## config.mk

```make
export PLATFORM = sky130hd
export DESIGN_NAME = map_port_arbiter
export DESIGN_NICKNAME = d
export VERILOG_FILES = /design/src/rtl/map_port_arbiter_pkg.sv /design/src/rtl/map_port_arbiter_rr_priority_picker.sv /design/src/rtl/map_port_arbiter.sv
export SDC_FILE = /design/constraint.sdc
export NUM_CORES = 1
export LEC_CHECK = 0
export CAP_MARGIN = 20
export CORE_ASPECT_RATIO = 1.5
export CORE_UTILIZATION = 32
export CTS_CLUSTER_SIZE = 20
export DETAILED_ROUTE_END_ITERATION = 6
export PLACE_DENSITY = 0.81
export SETUP_SLACK_MARGIN = 0.4
export SLEW_MARGIN = 0
export SYNTH_ARGS = -nofsm -noshare
export SYNTH_HDL_FRONTEND = slang
export SYNTH_SLANG_ARGS = --single-unit
```

## constraint.sdc

```tcl
create_clock -name vga_pix_clk -period 3.8 [get_ports vga_pix_clk]
set_input_delay 0.38 -clock vga_pix_clk [delete_from_list [all_inputs] [get_ports vga_pix_clk]]
set_output_delay 0.38 -clock vga_pix_clk [all_outputs]
set_load 0.05 [all_outputs]
```

## src/rtl/map_port_arbiter_pkg.sv

```systemverilog
//------------------------------------------------------------------------------
// Module   : map_port_arbiter_pkg
// Brief    : Shared map types and tile codes for the map BRAM port-B arbiter.
// Revision : 1.0 - initial release
//------------------------------------------------------------------------------
`default_nettype none

package map_port_arbiter_pkg;

    typedef enum logic [1:0] {
        MAP_OP_READ    = 2'd0,
        MAP_OP_WRITE   = 2'd1,
        MAP_OP_CONSUME = 2'd2,
        MAP_OP_RSVD    = 2'd3
    } map_op_e;

    typedef enum logic [0:0] {
        ST_ISSUE  = 1'b0,
        ST_RMW_WB = 1'b1
    } arb_state_e;

    localparam int c_map_cols = 32;
    localparam int c_map_rows = 36;

    localparam logic [3:0] c_empty_tile = 4'h0;
    localparam logic [3:0] c_candy_tile = 4'h1;
    localparam logic [3:0] c_power_tile = 4'h2;

endpackage

`default_nettype wire

```

## src/rtl/map_port_arbiter_rr_priority_picker.sv

```systemverilog
//------------------------------------------------------------------------------
// Module   : rr_priority_picker
// Brief    : One-hot winner search over a request vector starting at a pointer.
// Revision : 1.0 - initial release
//------------------------------------------------------------------------------
`default_nettype none

module rr_priority_picker #(
    parameter int N_REQ = 6,
    parameter int PTR_W = 3
) (
    input  logic [N_REQ-1:0] req_i,
    input  logic [PTR_W-1:0] ptr_i,
    output logic [N_REQ-1:0] gnt_o
);

    logic [PTR_W:0] w_idx;
    logic           w_found;

    // Wrap the scan index manually so non-power-of-two N_REQ works.
    always_comb begin
        gnt_o   = '0;
        w_found = 1'b0;
        w_idx   = '0;
        for (int k = 0; k < N_REQ; k++) begin
            w_idx = {1'b0, ptr_i} + (PTR_W+1)'(k);
            if (w_idx >= (PTR_W+1)'(N_REQ)) begin
                w_idx = w_idx - (PTR_W+1)'(N_REQ);
            end
            if (!w_found && req_i[w_idx[PTR_W-1:0]]) begin
                gnt_o[w_idx[PTR_W-1:0]] = 1'b1;
                w_found                 = 1'b1;
            end
        end
    end

endmodule

`default_nettype wire

```

## src/rtl/map_port_arbiter.sv

```systemverilog
//------------------------------------------------------------------------------
// Module   : map_port_arbiter
// Brief    : Port-B arbiter/sequencer for the map BRAM with atomic CONSUME.
//            Define MAP_ARB_ROUND_ROBIN_EN for round-robin, else fixed priority.
// Revision : 1.0 - initial release
//------------------------------------------------------------------------------
`default_nettype none

module map_port_arbiter
    import map_port_arbiter_pkg::*;
#(
    parameter int N_REQ     = 6,
    parameter int ADDR_W    = 11,
    parameter int DATA_W    = 4,
    parameter int MAP_DEPTH = 1152
) (
    input  logic                     vga_pix_clk,
    input  logic                     rst_n,
    input  logic [N_REQ-1:0]         req,
    input  logic [2*N_REQ-1:0]       op,
    input  logic [N_REQ*ADDR_W-1:0]  addr,
    input  logic [N_REQ*DATA_W-1:0]  wdata,
    output logic [N_REQ-1:0]         gnt,
    output logic [N_REQ-1:0]         rvalid,
    output logic [DATA_W-1:0]        rdata,
    output logic [ADDR_W-1:0]        bram_addr,
    output logic                     bram_we,
    output logic [DATA_W-1:0]        bram_din,
    input  logic [DATA_W-1:0]        bram_dout,
    output logic                     ate_candy_stb,
    output logic                     ate_power_cookie_stb
);

    localparam int PTR_W = (N_REQ > 1) ? $clog2(N_REQ) : 1;

    localparam logic [DATA_W-1:0] c_empty = DATA_W'(c_empty_tile);
    localparam logic [DATA_W-1:0] c_candy = DATA_W'(c_candy_tile);
    localparam logic [DATA_W-1:0] c_power = DATA_W'(c_power_tile);

    arb_state_e        state_q;
    logic [ADDR_W-1:0] addr_q;
    logic              oor_q;
    logic [N_REQ-1:0]  rvalid_q;

    logic              w_issue;
    logic [N_REQ-1:0]  w_req_eff;
    logic [N_REQ-1:0]  w_win;
    logic              w_win_any;
    logic [PTR_W-1:0]  w_ptr;
    logic [ADDR_W-1:0] w_win_addr;
    logic [DATA_W-1:0] w_win_wdata;
    map_op_e           w_win_op;
    logic              w_win_oor;

    // Requests are only visible while the port is free and out of reset.
    assign w_issue   = (state_q == ST_ISSUE) && rst_n;
    assign w_req_eff = w_issue ? req : '0;
    assign w_win_any = |w_win;

    rr_priority_picker #(
        .N_REQ (N_REQ),
        .PTR_W (PTR_W)
    ) u_picker (
        .req_i (w_req_eff),
        .ptr_i (w_ptr),
        .gnt_o (w_win)
    );

    always_comb begin
        w_win_addr  = '0;
        w_win_wdata = '0;
        w_win_op    = MAP_OP_READ;
        for (int i = 0; i < N_REQ; i++) begin
            if (w_win[i]) begin
                w_win_addr  = addr[i*ADDR_W +: ADDR_W];
                w_win_wdata = wdata[i*DATA_W +: DATA_W];
                w_win_op    = map_op_e'(op[2*i +: 2]);
            end
        end
    end

    assign w_win_oor = 32'(w_win_addr) >= MAP_DEPTH;

`ifdef MAP_ARB_ROUND_ROBIN_EN
    logic [PTR_W-1:0] rr_q;
    logic [PTR_W-1:0] w_win_idx;

    always_comb begin
        w_win_idx = '0;
        for (int i = 0; i < N_REQ; i++) begin
            if (w_win[i]) begin
                w_win_idx = PTR_W'(i);
            end
        end
    end

    always_ff @(posedge vga_pix_clk or negedge rst_n) begin
        if (!rst_n) begin
            rr_q <= '0;
        end else if (w_win_any) begin
            rr_q <= (w_win_idx == PTR_W'(N_REQ-1)) ? '0 : w_win_idx + PTR_W'(1);
        end
    end

    assign w_ptr = rr_q;
`else
    assign w_ptr = '0;
`endif

    // Port-B drive: writeback in RMW_WB, otherwise the current winner.
    always_comb begin
        gnt                  = w_win;
        bram_addr            = '0;
        bram_we              = 1'b0;
        bram_din             = '0;
        ate_candy_stb        = 1'b0;
        ate_power_cookie_stb = 1'b0;
        if (state_q == ST_RMW_WB) begin
            bram_addr = addr_q;
            if (!oor_q && bram_dout == c_candy) begin
                bram_we       = 1'b1;
                bram_din      = c_empty;
                ate_candy_stb = 1'b1;
            end else if (!oor_q && bram_dout == c_power) begin
                bram_we              = 1'b1;
                bram_din             = c_empty;
                ate_power_cookie_stb = 1'b1;
            end
        end else if (w_win_any) begin
            bram_addr = w_win_addr;
            if (w_win_op == MAP_OP_WRITE && !w_win_oor) begin
                bram_we  = 1'b1;
                bram_din = w_win_wdata;
            end
        end
    end

    assign rvalid = rvalid_q;
    assign rdata  = oor_q ? c_empty : bram_dout;

    always_ff @(posedge vga_pix_clk or negedge rst_n) begin
        if (!rst_n) begin
            state_q  <= ST_ISSUE;
            addr_q   <= '0;
            oor_q    <= 1'b0;
            rvalid_q <= '0;
        end else begin
            rvalid_q <= w_win;
            case (state_q)
                ST_ISSUE: begin
                    if (w_win_any) begin
                        addr_q <= w_win_addr;
                        oor_q  <= w_win_oor;
                        if (w_win_op == MAP_OP_CONSUME) begin
                            state_q <= ST_RMW_WB;
                        end
                    end
                end
                ST_RMW_WB: state_q <= ST_ISSUE;
                default:   state_q <= ST_ISSUE;
            endcase
        end
    end

endmodule

`default_nettype wire

```

==> flow_metrics.tcl <==
set metrics [dict create \
    ctsHoldBuffers 0 \
    coreArea_sq_um 5160 \
    leakage_nw 1.57 \
    floorplan.initialDensity_pct 33.6 \
    post-route-util_pct 70.7 \
    finalHoldViolCount 0 \
    power.density_nw_per_um2 241 \
    synthesis.nets 364 \
    status "complete, no violations" \
    timing.setup.tns_ns 0 \
    insertion_delay_ns 0.26 \
    rows 32 \
    slew_viol_final 0 \
    min_path_type "in2async" \
    area_delta_synth_final_pct 110 \
    path_max_fanout 6 \
    cts.htree.levels 1 \
    setup_viol_count_final 0 \
    ant_nets 0 \
    async_flop_share_pct 100 \
    cts_max_path_buffers 2 \
    post-synth-top-area-cell "dfrtp_1" \
    clk_pin_slew_ns 0.08 \
    synth_edf_count 0 \
    period_needed_ns 3.30 \
    timing.rr.start "state_q" \
    cts_inserted_buffers 3 \
    crit_arrival_ns 2.92 \
    rsz0062_at_grt "yes" \
    critPathLaunchType "flip-flop" \
    viasPerCell 5.38 \
    final_nets 520 \
    wl_per_cell_microns 16.6 \
    grtUsageTotal_pct 27.5 \
    cts_sinks 19 \
    slew_headroom_pct 61.1 \
    wl_mm 7.83 \
    ys.flop_type "dfrtp_1" \
    yosysMostFrequentCell "nand2_1" \
    dpl.hpwl_mm 6.14 \
    synthesis.area_sq_um 1740 \
    diodes 0 \
    worstMarginPinSlew_ns 0.583 \
    fp.dieW_microns 62.2 \
    synth.distinct_cells 40 \
    grt_overflow 0 \
    drc 0 \
    worst_setup_path_end_kind "primary output" \
    die_h_microns 92.3 \
    grt_pass1_vias 2616 \
    ys_seq_area_share_pct 27.4 \
    r2r_slack_ns 1.25 \
    grt_pass1_wl_mm 12.5 \
    crit_required_ns 3.42 \
    clockRootBuffer "clkbuf_8" \
    final.period_utilization_pct 87.0 \
    route.vias.total 2545 \
    antenna_found_initial 0 \
    cap_viol_max_count 0 \
    synthTopCellsByArea "dfrtp_1 27%, nand2_1 13%, a21oi_1 6.3%" \
    finalClockSkew_ns 0.00606 \
    avgSynthCellArea_sq_um 6.95 \
    yosys.area.top_type_share_pct 27.4 \
    portBuffers 147 \
    synth_cells 250 \
    clock.fmax_mhz 303 \
    first_pass_iters 5 \
    drt_iter0_drc 163 \
    peakVddDrop_v 0.000175 \
    critical_path_class "reg2out" \
    cts_tree "yes" \
    pin_count 148 \
    crit_end "bram_din[2]" \
    place_congestion 0.887 \
    synth_common_cells "62 x nand2_1, 22 x a21oi_1, 19 x dfrtp_1, 15 x clkbuf_1, 15 x nor2_1" \
    dieArea_sq_um 5740 \
    yosysWarningCount 0 \
    drive_gt1_share_pct 14.8 \
    grt_max_degree 39 \
    startpoint "state_q" \
    r2r_end "oor_q" \
    synth_seq_cells 19 \
    reg2regPathDepth 7 \
]
-- critical path: stages, from the launching register on --
cell and delay, ns:
dfrtp_1 0.39, or4b_4 0.55, or3_4 0.42, a211o_1 0.24, a222oi_1 0.31, buf_4 0.19
a31oi_4 0.15, nor3_2 0.23, buf_6 0.18
-- logic make-up (layout without fill, tap and decap cells) --
family                 Yosys count  after routing  share of synthesized area (%)
AND/OR/NAND/NOR                119            119                           32.1
buffers and inverters           23            178                           5.11
flip-flops                      19             19                           27.4
AO/OA/AOI/OAI                   89             89                           35.4
-- worst min-delay path by stage --
stage / startpoint / to / slack (ns) / cells after the start
2_1_floorplan: rst_n / addr_q[0] / 0.08 / 0
3_3_place_gp: addr_q[8] / addr_q[8] / 0.46 / 2
3_5_place_dp: addr_q[10] / addr_q[10] / 0.46 / 2
4_1_cts: addr_q[10] / addr_q[10] / 0.48 / 2
5_1_grt: rst_n / rvalid[3] / 0.13 / 2
6_report: rst_n / addr_q[6] / 0.11 / 2
-- metrics by stage --
stage / worst slack (ns) / std cells / power [mW] / cell area (sq um) / hold WS [ns]
floorplan: 0.282 / 250 / 0.466 / 1770 / 0.0844
global placement: 0.233 / 467 / 0.725 / 3540 / 0.458
detailed placement: 0.186 / 467 / 0.731 / 3540 / 0.463
CTS: 0.407 / 472 / 0.881 / 3620 / 0.483
global route: 0.383 / 473 / 0.925 / 3650 / 0.134
finish: 0.495 / 473 / 0.879 / 3650 / 0.108
-- timing repair --
action,in CTS,in global routing
gates resized for setup,5,7
endpoints found under the setup margin,5,5
pin swaps,4,6
cloned,0,0
setup buffers,1,1
-- sequential cells by signal, summed over array words and instances (netlist names) --
| register | count |
|---|---|
| state_q | 1 |
| oor_q | 1 |
| addr_q | 11 |
| rvalid | 6 |
-- cell type report --
type | count | area, sq um
clock buffer | 3 | 41.3
timing repair buffer | 169 | 1800
tap | 68 | 85.1
clock inverter | 1 | 5.00
fill | 427 | 1520
multi-input combinational | 208 | 1230
sequential | 19 | 475
inverter | 5 | 18.8
-- cells in the final DEF (no fill, tap or decap), types with 5 or more instances in the layout --
| cell | count |
|---|---|
| clkdlybuf4s50_1 | 122 |
| nand2_1 | 61 |
| buf_4 | 24 |
| a21oi_1 | 21 |
| dfrtp_1 | 19 |
| nor2_1 | 15 |
| buf_12 | 15 |
| a22oi_1 | 12 |
| nor2b_1 | 11 |
| o21ai_0 | 9 |
| a21o_1 | 9 |
| o22ai_1 | 7 |
| nor3_1 | 6 |
| a222oi_1 | 5 |
| buf_6 | 5 |
-- where the power goes --
part           internal, mW  switching [mW]  total (mW)
Combinational         0.250           0.242       0.492
Clock                0.0730          0.0709       0.144
Sequential            0.228          0.0151       0.243
Total                 0.550           0.328       0.879
-- layer usage --
| layer | wire [microns] | track usage [%] | vias up | part of all wire, % |
|---|---|---|---|---|
| met2 | 4200 | 52.6 | 141 | 54 |
| met1 | 2920 | 29.9 | 1165 | 37 |
| met4 | 198 | 10.1 | 0 | 2.5 |
| met5 | 0 | 0 | - | 0 |
| met3 | 509 | 4.10 | 19 | 6.5 |
| li1 | - | - | 1220 | - |
(Power assumes the default switching activity.)
